**config.mk**
```make
export PLATFORM = sky130hd
export DESIGN_NAME = reg_target
export DESIGN_NICKNAME = d
export VERILOG_FILES = /design/src/rtl/reg_target_pkg.sv /design/src/rtl/reg_target_cnt.sv /design/src/rtl/reg_target.sv
export SDC_FILE = /design/constraint.sdc
export NUM_CORES = 1
export LEC_CHECK = 0
export CORE_ASPECT_RATIO = 1.1
export CORE_UTILIZATION = 50
export DETAILED_ROUTE_END_ITERATION = 10
export PLACE_DENSITY = 0.72
export SLEW_MARGIN = 20
export SYNTH_ARGS = -nofsm -noshare
export SYNTH_HDL_FRONTEND = slang
export SYNTH_SLANG_ARGS = --single-unit
```
**constraint.sdc**
```tcl
create_clock -name clk -period 3.66 [get_ports clk]
set_input_delay 0.732 -clock clk [delete_from_list [all_inputs] [get_ports clk]]
set_output_delay 0.732 -clock clk [all_outputs]
set_load 0.01 [all_outputs]
```
**src/rtl/reg_target_pkg.sv**
```systemverilog
// Shared encodings for the reg_target register responder: op codes, register
// addresses and CTRL bit positions.
package reg_target_pkg;

    localparam logic [1:0] OP_NOP = 2'b00;
    localparam logic [1:0] OP_RD  = 2'b01;
    localparam logic [1:0] OP_WR  = 2'b10;

    localparam int unsigned ADDR_ID           = 32'h00;
    localparam int unsigned ADDR_CTRL         = 32'h01;
    localparam int unsigned ADDR_STATUS       = 32'h02;
    localparam int unsigned ADDR_CNT          = 32'h03;
    localparam int unsigned ADDR_MASK         = 32'h04;
    localparam int unsigned ADDR_SCRATCH_BASE = 32'h08;

    localparam int unsigned CTRL_CNT_EN  = 0;
    localparam int unsigned CTRL_CNT_CLR = 1;

endpackage

```
**src/rtl/reg_target_cnt.sv**
```systemverilog
// Free-running event counter with enable and synchronous clear; wrap pulses
// combinationally in the cycle the counter rolls over from all-ones to zero.
module reg_target_cnt #(
    parameter int DWIDTH = 8
) (
    input  logic              clk,
    input  logic              rst,
    input  logic              en,
    input  logic              clr,
    output logic [DWIDTH-1:0] count,
    output logic              wrap
);

    logic [DWIDTH-1:0] count_reg;

    // Clear has priority, so a clear cycle can never report a wrap.
    assign wrap  = en && !clr && (count_reg == '1);
    assign count = count_reg;

    always_ff @(posedge clk) begin
        if (rst) begin
            count_reg <= '0;
        end else if (clr) begin
            count_reg <= '0;
        end else if (en) begin
            count_reg <= count_reg + DWIDTH'(1);
        end
    end

endmodule

```
**src/rtl/reg_target.sv**
```systemverilog
// Register-bank responder: ID, CTRL, W1C STATUS with MASK/irq, event counter
// and scratch registers. Define REG_TARGET_ERR_EN to add the err output.
module reg_target
    import reg_target_pkg::*;
#(
    parameter int         DWIDTH      = 8,
    parameter int         AWIDTH      = 8,
    parameter int         NUM_SCRATCH = 4,
    parameter logic [7:0] ID_VALUE    = 8'hA5
) (
    input  logic              clk,
    input  logic              rst,
    input  logic [1:0]        op,
    input  logic [AWIDTH-1:0] addr,
    input  logic [DWIDTH-1:0] wdata,
    output logic [DWIDTH-1:0] rdata,
    input  logic [DWIDTH-1:0] sts_set,
    output logic              irq
`ifdef REG_TARGET_ERR_EN
    ,
    output logic              err
`endif
);

    logic rd_op;
    logic wr_op;
    assign rd_op = (op == OP_RD);
    assign wr_op = (op == OP_WR);

    logic hit_id, hit_ctrl, hit_status, hit_cnt, hit_mask;
    logic [NUM_SCRATCH-1:0] hit_scratch;
    assign hit_id     = (addr == AWIDTH'(ADDR_ID));
    assign hit_ctrl   = (addr == AWIDTH'(ADDR_CTRL));
    assign hit_status = (addr == AWIDTH'(ADDR_STATUS));
    assign hit_cnt    = (addr == AWIDTH'(ADDR_CNT));
    assign hit_mask   = (addr == AWIDTH'(ADDR_MASK));

    logic [DWIDTH-1:0] ctrl_reg;
    logic [DWIDTH-1:0] status_reg;
    logic [DWIDTH-1:0] mask_reg;
    logic [DWIDTH-1:0] rdata_reg;
    logic              irq_reg;
    logic [DWIDTH-1:0] scratch_reg [NUM_SCRATCH];

    logic [DWIDTH-1:0] status_next;
    logic [DWIDTH-1:0] mask_next;
    logic [DWIDTH-1:0] rd_value;
    logic [DWIDTH-1:0] count;
    logic              cnt_clr;
    logic              wrap;

    assign cnt_clr = wr_op && hit_ctrl && wdata[CTRL_CNT_CLR];

    reg_target_cnt #(
        .DWIDTH(DWIDTH)
    ) u_cnt (
        .clk   (clk),
        .rst   (rst),
        .en    (ctrl_reg[CTRL_CNT_EN]),
        .clr   (cnt_clr),
        .count (count),
        .wrap  (wrap)
    );

    for (genvar gi = 0; gi < NUM_SCRATCH; gi++) begin : g_scratch
        assign hit_scratch[gi] = (addr == AWIDTH'(ADDR_SCRATCH_BASE + gi));

        always_ff @(posedge clk) begin
            if (rst) begin
                scratch_reg[gi] <= '0;
            end else if (wr_op && hit_scratch[gi]) begin
                scratch_reg[gi] <= wdata;
            end
        end
    end

    // Sets (event pulses and counter wrap) override a same-cycle W1C clear.
    always_comb begin
        status_next = status_reg;
        if (wr_op && hit_status) begin
            status_next = status_reg & ~wdata;
        end
        status_next = status_next | sts_set;
        if (wrap) begin
            status_next[0] = 1'b1;
        end
    end

    assign mask_next = (wr_op && hit_mask) ? wdata : mask_reg;

`ifdef REG_TARGET_ERR_EN
    logic mapped;
    logic err_reg;
    assign mapped = hit_id | hit_ctrl | hit_status | hit_cnt | hit_mask | (|hit_scratch);
    assign err    = err_reg;
`endif

    always_comb begin
        rd_value = '0;
        if (hit_id)     rd_value = DWIDTH'(ID_VALUE);
        if (hit_ctrl)   rd_value = ctrl_reg;
        if (hit_status) rd_value = status_reg;
        if (hit_cnt)    rd_value = count;
        if (hit_mask)   rd_value = mask_reg;
        for (int i = 0; i < NUM_SCRATCH; i++) begin
            if (hit_scratch[i]) rd_value = scratch_reg[i];
        end
`ifdef REG_TARGET_ERR_EN
        if (!mapped) rd_value = '1;
`endif
    end

    always_ff @(posedge clk) begin
        if (rst) begin
            ctrl_reg   <= '0;
            status_reg <= '0;
            mask_reg   <= '0;
            rdata_reg  <= '0;
            irq_reg    <= 1'b0;
`ifdef REG_TARGET_ERR_EN
            err_reg    <= 1'b0;
`endif
        end else begin
            // The clear bit is a pulse and is never stored.
            if (wr_op && hit_ctrl) begin
                ctrl_reg <= wdata & ~(DWIDTH'(1) << CTRL_CNT_CLR);
            end
            status_reg <= status_next;
            mask_reg   <= mask_next;
            irq_reg    <= |(status_next & mask_next);
            if (rd_op) begin
                rdata_reg <= rd_value;
            end
`ifdef REG_TARGET_ERR_EN
            err_reg <= ((rd_op || wr_op) && !mapped) || (wr_op && (hit_id || hit_cnt));
`endif
        end
    end

    assign rdata = rdata_reg;
    assign irq   = irq_reg;

endmodule

```
; After elaboration in Yosys (flattened, before gate mapping)
; Memory sizes are Yosys's and may differ from the RTL's.
; Cells that the tools add are included.
[totals]
regBits = 40
ramBits = 32
in_bits = 28
elab_cells = 71
n_memories = 1
[op_classes]
add_sub_neg = 1
n_eq_ne = 11
muxes = 30
bitwise = 8
n_reduce_logical = 14
[memory_table]
columns = name, words, word_bits, rd, rd_ports_with_merged_regs, write_ports, line
row1 = scratch_reg, 4, 8, 4, 0, 4, reg_target.sv:43  ; logic [DWIDTH-1:0] scratch_reg [NUM_SCRATCH];
[op_table]
columns = operator, n
row1 = 8-bit 2-to-1 mux, 15
row2 = 8-bit by 4-bit == test with 1-bit output (second input constant), 4
row3 = 8-bit bitwise AND, 2
row4 = 8-bit by 2-bit == test with 1-bit output (second input constant), 2
row5 = 1-bit 2-to-1 mux, 15
row6 = 1-bit logical AND, 10
row7 = 8-bit by 1-bit adder with 8-bit output (second input constant), 1
row8 = 8-bit by 1-bit == test with 1-bit output (second input constant), 1
row9 = 8-bit by 3-bit == test with 1-bit output (second input constant), 1
row10 = 8-bit == test (second input constant), 1
row11 = 8-bit logical NOT, 1
row12 = 8-bit inverter, 1
row13 = 8-bit OR, 1
row14 = 8-bit OR reduction, 1
row15 = 1-bit OR, 4
row16 = 2-bit by 1-bit == test with 1-bit output (second input constant), 1
row17 = 2-bit == test (second input constant), 1
row18 = 2-bit OR reduction, 1
row19 = 1-bit logical NOT, 1

; Longest topological paths before layout
; Gate-level depths: netlist of run 1.
[logic_depth]
ltp_word = 10
depth_mapped = 8
depth_no_buf = 6

; By module
; A second synthesis of run 1 with hierarchy kept.
[hier_totals]
hier_cells = 377
area_unflattened_um2 = 3594.7
[by_module_without_submodules]
columns = module, n_inst, cells_each, area_each_um2, seq_area_each_um2
row1 = reg_target, 1, 337, 3230.6, 1601.5
row2 = reg_target_cnt, 1, 40, 364.1, 160.2

; Worst setup path after synthesis of run 1
; Ideal clock, no wire load.
[synth_path]
kind = in2reg
from = input port addr[7]
to = memory scratch_reg[3][0] (enable)
setup_time_ns = 0.375
t_arrival_ns = 2.270
t_required_ns = 3.285
slack_ns = 1.015
cell_stages = 5
n_path_buf = 1
path_cell_list = or4_4 > buf_6 > nor2_2 > nand3_1 > o21bai_1
[synth_rtl]
columns = item, line
row1 = "start, declared", reg_target.sv:14  ; input logic [AWIDTH-1:0] addr,
row2 = "end, declared", reg_target.sv:43

; Worst setup path in the final report of run 1
[layout_path]
from = input port addr[1]
to = register irq_reg, in the netlist irq
[layout_between]
elab_chain_len = 9
word_cells_on_any_way = 16
cone_classes = eq/ne: 3 / mux: 3 / bitwise: 2 / reduce/logical: 8
[layout_rtl]
columns = item, line
row1 = 8-bit by 1-bit == test with 1-bit output, reg_target.sv:33  ; assign hit_ctrl = (addr == AWIDTH'(ADDR_CTRL));
row2 = 1-bit logical AND (2 in a row), reg_target.sv:52  ; assign cnt_clr = wr_op && hit_ctrl && wdata[CTRL_CNT_CLR];
row3 = 1-bit logical NOT, reg_target_cnt.sv:17  ; assign wrap = en && !clr && (count_reg == '1);
row4 = 1-bit logical AND (2 in a row), reg_target_cnt.sv:17
row5 = 1-bit 2-to-1 mux, reg_target.sv:84  ; if (wrap) begin
row6 = 8-bit bitwise AND *, reg_target.sv:130  ; irq_reg <= |(status_next & mask_next);
row7 = 8-bit OR reduction *, reg_target.sv:130
row8 = "end signal, assigned", reg_target.sv:130
row9 = "end, declared", reg_target.sv:42  ; logic irq_reg;
; Mark *: on every way between the ends. The rest lies on a longest branch, timed or not.
; A chain may end at the register's enable or synchronous reset.

==> summary.txt, run 1 <==
aggregate global routing overflow = 0
Yosys top cell area share = 0.270
CTS Hold Bufs = 0
Hold Vio Cnt, Final = 0
# fillers = 580
mean area per synthesized cell = 10.1 um^2
Yosys cell types = 56
min-delay src = rdata[3]$_SDFFE_PP0N_
hold path depth = 2
most frequent cells in the layout = nor2_1, dfxtp_1, clkdlybuf4s50_1
die height = 90.6 um
crit-path cells = clkdlybuf4s50_1, buf_4, nor2b_1, and3_1, a31oi_1, a2111oi_0, a41oi_1
# DRC = 0
Max-Cap Viols = 0
first-pass GRT wire length = 14.2 mm
TritonCTS buffer count = 9
Startpoint Class = input port
H-tree depth = 3
Pwr Density = 383 nW/um^2
commonest non-fill, non-tap cell in the layout = nor2_1
critical path data required time = 3.86 ns
Reg clk slew, reported paths = 0.07 ns
TritonCTS Sinks = 72
GP Congestion = 0.899
Vias = 2,894
total negative slack = 0 ns
pin count of the biggest net entering global routing = 26
Final Routed Wirelength = 9.15 mm
Setup violations, final = 0
drt first pass iters = 4
Total GRT Usage = 0.262
fin crit share = 0.795
CTS root buffer = clkbuf_8
Synth area leaders = edfxtp_1, dfxtp_1, mux2i_1
share of layout cells above drive strength 1 = 0.116
initial antenna violation count = 0
chip width = 82.5 um
max FFs per register = 32
I/O Buffers = 36
Worst Max-Slew Pin Slew = 0.587 ns
die area = 7470 um^2
f_max = 344 MHz
# diodes = 0
CP max stage delay = 0.61 ns
setup bufs post-CTS = 0
Post-synth EDFFs = 32
nets = 422
syn nets = 381
post-detailed-route count of antenna-violating nets = 0
unrepaired setup endpoints after global routing = no
Rel. slew slack = 0.605
largest buffer count on any clock path = 2
Final Critical Period = 2.91 ns
initial core utilization = 0.528
vias in the first global route = 2,787
core box area = 6750 um^2
share of flip-flops with an asynchronous set or reset = 0
Syn Inst Count = 352
source of the worst register-to-register timing path = u_cnt.count[0]$_SDFFE_PP0P_
WP data arrival = 3.11 ns
maximum vdd drop = 0.229 mV
synth warn = 0
cts repair resizes = 0
R2R setup slack = 2.01 ns
outcome = finished, final reports clean
leading area contributor after synthesis = edfxtp_1
FF-to-FF path depth = 6
Mapped Area = 3560 um^2
Tot Pwr = 1.62 mW
Setup CP Type = input port to register
post-synthesis sequential area ratio = 0.494
Buffers & Inverters on Critical Path = 2
crit-path max FO = 24
Worst Hold Class = register to register
site row count = 31
final slew viol count = 0
Synth Register Bits = 72
Clock Latency Late Sink = 0.35 ns
vias per cell = 6.03
Reg-to-Reg End = irq$_SDFF_PP0_
Area Overhead vs Synth = 18.8%
CP endpoint kind = register
delay-heaviest family, CP = buffers and inverters
Hold Path Sink = rdata[3]$_SDFFE_PP0N_
clk_skew = 0.00446 ns
HPWL after detailed placement = 6.56 mm
Avg WL per Cell = 19.1 um
Leakage = 1.56 nW
crit path from = addr[1]
Worst path slowest cell = clkdlybuf4s50_1
drt initial violations = 210
I/O pins = 37
ys flop type = dfxtp_1
CTS tree = done
cell families (layout without fill, tap and decap cells):
logic type	after synthesis	count (layout)	synth area share
buffers and inverters	27	73	0.0319
AND/OR/NAND/NOR	143	143	0.218
adder cells (fa/ha/maj)	1	1	0.00351
AO/OA/AOI/OAI	74	74	0.154
XOR/XNOR	7	7	0.0172
multiplexers	28	28	0.0811
flip-flops	72	72	0.494
synthesized netlist by cell type (all sizes together), types with 3 or more instances:
cell / instances
a211oi: 7
a21boi: 3
a21oi: 17
a221oi: 4
and2: 33
buf: 8
clkbuf: 13
dfxtp: 40
edfxtp: 32
inv: 6
mux2: 7
mux2i: 21
nand2: 13
nand2b: 8
nand3: 3
nand4: 13
nor2: 44
nor2b: 13
nor3: 5
nor4: 3
o21ai: 4
o21bai: 3
o22ai: 3
o2bb2ai: 4
o31ai: 4
xor2: 5
how the worst max path moves through the flow:
stage | cells past startpoint | slack, ns | to
2_1_floorplan | 5 | 1.02 | scratch_reg[3][0]$_SDFFCE_PN0P_
3_3_place_gp | 6 | 0.52 | scratch_reg[0][7]$_SDFFCE_PN0P_
3_5_place_dp | 7 | 0.39 | irq$_SDFF_PP0_
4_1_cts | 7 | 0.77 | irq$_SDFF_PP0_
5_1_grt | 6 | 0.53 | irq$_SDFF_PP0_
6_report | 7 | 0.75 | irq$_SDFF_PP0_
worst min-delay path: stages (launching register included):
cell,delay (ns)
dfxtp_1,0.31
nand2_1,0.05
a21oi_1,0.05
where the power goes:
part / total [mW] / switching (mW) / internal [mW]
clock: 0.607 / 0.294 / 0.312
combinational: 0.145 / 0.0833 / 0.0621
sequential: 0.872 / 0.0104 / 0.862
routing by layer:
layer / wire length (um) / share of wire / track usage
met4: 284 / 0.031 / 0.122
met2: 4490 / 0.49 / 0.415
met3: 592 / 0.065 / 0.0475
met5: 0 / 0 / 0
met1: 3780 / 0.41 / 0.340
cell type report:
class                           instances  area, um^2  area share
Multi-Input combinational cell        253        1700       0.400
Sequential cell                        72        1760       0.416
Clock buffer                           12         135      0.0319
Clock inverter                          4        46.3      0.0109
Timing Repair Buffer                   51         473       0.112
Tap cell                               82         103      0.0242
Inverter                                6        22.5     0.00532
metrics by stage:
step	cells	utilization	cell area [um^2]	hold slack [ns]	setup slack, ns
2_1_floorplan	352	-	3560	0.459	1.02
3_3_place_gp	464	0.601	4060	0.439	0.517
3_5_place_dp	464	0.601	4060	0.446	0.395
4_1_cts	480	0.628	4240	0.456	0.770
5_1_grt	480	0.628	4240	0.492	0.533
6_report	480	0.628	4240	0.453	0.752
Power figures use the tool's default switching activity.
==> inputs of run 2 (changes only) <==
==> constraint.sdc (replaced) <==
create_clock -name clk -period 3 [get_ports clk]
set_input_delay 0.6 -clock clk [delete_from_list [all_inputs] [get_ports clk]]
set_output_delay 0.6 -clock clk [all_outputs]
set_load 0.01 [all_outputs]
==> summary.txt, run 2 (synthesis gave the netlist of run 1 again) <==
outcome = finished, final reports clean
dpl ws = -0.00224 ns (-0.397 ns)
Hold Vio Cnt, Final = 0 (unchanged)
Max-Cap Viols = 0 (unchanged)
CP endpoint kind = register
die height = 90.6 um (unchanged)
f_max = 374 MHz
fin cells = 491 (+2.3%)
source of the worst register-to-register timing path = u_cnt.count[0]$_SDFFE_PP0P_
initial core utilization = 0.528 (unchanged)
initial antenna violation count = 0 (unchanged)
aggregate global routing overflow = 0 (unchanged)
Setup CP Type = input port to register
I/O Buffers = 36 (unchanged)
share of layout cells above drive strength 1 = 0.147 (+0.0311)
HPWL after detailed placement = 6.80 mm (+3.6%)
delay-heaviest family, CP = simple AND/OR/NAND/NOR gates
Cells after DPL = 475 (+2.4%)
GP Congestion = 0.959 (+6.7%)
Final Critical Period = 2.67 ns
max FFs per register = 32 (unchanged)
vias per cell = 6.07 (+0.60%)
nets = 433 (+2.6%)
Reg clk slew, reported paths = 0.07 ns (about the same)
die area = 7470 um^2 (unchanged)
Final Routed Wirelength = 9.37 mm (+2.3%)
core box area = 6750 um^2 (unchanged)
fin crit share = 0.890
Rel. slew slack = 0.432 (-0.173)
WP data arrival = 2.96 ns (-0.15 ns)
commonest non-fill, non-tap cell in the layout = nor2_1
Top cell by count, worst path = or4_4
Avg WL per Cell = 19.1 um (about the same)
Area Overhead vs Synth = 23.2%
post-detailed-route count of antenna-violating nets = 0 (unchanged)
Worst Max-Slew Pin Slew = 0.844 ns (+0.256 ns)
multi-input logic area = 1700 um^2 (unchanged)
vias in the first global route = 2,985 (+7.1%)
CTS tree = done
Vias = 2,978 (+2.9%)
setup bufs post-CTS = 0 (unchanged)
Tot Pwr = 2.21 mW (+36%)
# fillers = 575 (-0.86%)
CTS Hold Bufs = 0 (unchanged)
Leakage = 1.65 nW (+5.9%)
Setup violations, final = 0 (unchanged)
final worst slack = 0.329 ns (-0.423 ns)
Pwr Density = 504 nW/um^2 (+31%)
min-delay src = rdata[7]$_SDFFE_PP0N_
crit-path cells = clkdlybuf4s50_1, or4_4, or4_4, a211oi_1, o311ai_0, a21oi_1
Worst path slowest cell = or4_4
TritonCTS buffer count = 9 (unchanged)
H-tree depth = 3 (unchanged)
Buffers & Inverters on Critical Path = 1 (-1)
largest buffer count on any clock path = 2 (unchanged)
# diodes = 0 (unchanged)
drt first pass iters = 5 (+1)
Worst Hold Class = register to register
I/O pins = 37 (unchanged)
drt initial violations = 223 (+6.2%)
Startpoint Class = input port
final slew viol count = 0 (unchanged)
crit-path max FO = 9 (-63%)
most frequent cells in the layout = nor2_1, dfxtp_1, clkdlybuf4s50_1
pin count of the biggest net entering global routing = 42 (+62%)
maximum vdd drop = 0.335 mV (+46%)
CTS root buffer = clkbuf_8
clk_skew = 0.00717 ns (+0.00271 ns)
Clock Latency Late Sink = 0.35 ns (about the same)
register area = 1760 um^2 (unchanged)
critical path data required time = 3.28 ns (-0.58 ns)
unrepaired setup endpoints after global routing = no
first-pass GRT wire length = 14.9 mm (+4.7%)
chip width = 82.5 um (unchanged)
site row count = 31 (unchanged)
crit path from = addr[7]
TritonCTS Sinks = 72 (unchanged)
CP max stage delay = 0.62 ns (about the same)
cts repair resizes = 0 (unchanged)
# DRC = 0 (unchanged)
Total GRT Usage = 0.275 (+0.0129)
[run 2: path summary, 6_finish.rpt]
| kind | cells past startpoint | slack (ns) | endpoint |
|---|---|---|---|
| worst max register to register | 6 | 1.27 | irq$_SDFF_PP0_ |
| worst min register to register | 2 | 0.46 | rdata[7]$_SDFFE_PP0N_ |
| worst min-delay path | 2 | 0.46 | rdata[7]$_SDFFE_PP0N_ |
| worst max-delay path | 6 | 0.33 | rdata[0]$_SDFFE_PP0N_ |
[run 2: routing by layer]
| layer | vias up | track usage | share of wire |
|---|---|---|---|
| li1 | 1397 | - | - |
| met1 | 1442 | 0.347 | 0.41 |
| met2 | 108 | 0.441 | 0.50 |
| met3 | 31 | 0.0505 | 0.056 |
| met4 | 0 | 0.138 | 0.033 |
| met5 | - | 0 | 0 |
[run 2: metrics by stage]
| step | area, um^2 | TNS (ns) | utilization | hold WS [ns] |
|---|---|---|---|---|
| finish | 4390 | 0 | 0.651 | 0.457 |
| global route | 4390 | 0 | 0.651 | 0.488 |
| CTS | 4390 | 0 | 0.651 | 0.463 |
| detailed placement | 4140 | -0.00224 | 0.613 | 0.452 |
| global placement | 4140 | 0 | 0.613 | 0.439 |
| floorplan | 3560 | 0 | - | 0.459 |
[run 2: area by class of cell]
type	instances	share of cell area
Clock buffer	11	0.0345
Tap cell	82	0.0234
Timing Repair Buffer	62	0.126
Clock inverter	5	0.0234
Inverter	6	0.00513
Multi-Input combinational cell	253	0.386
Sequential cell	72	0.401
[run 2: tightest hold or removal path: cells and delay by family (launching register included)]
kind / cells / cell delay (ns)
DFF: 1 / 0.31
AOI/OAI and AO/OA: 1 / 0.05
and+or+nand+nor: 1 / 0.05
[run 2: power by group]
group	switching, mW	total (mW)	leakage (nW)	internal (mW)
combinational	0.105	0.188	0.895	0.0832
clock	0.363	0.960	0.127	0.596
sequential	0.0127	1.06	0.628	1.05
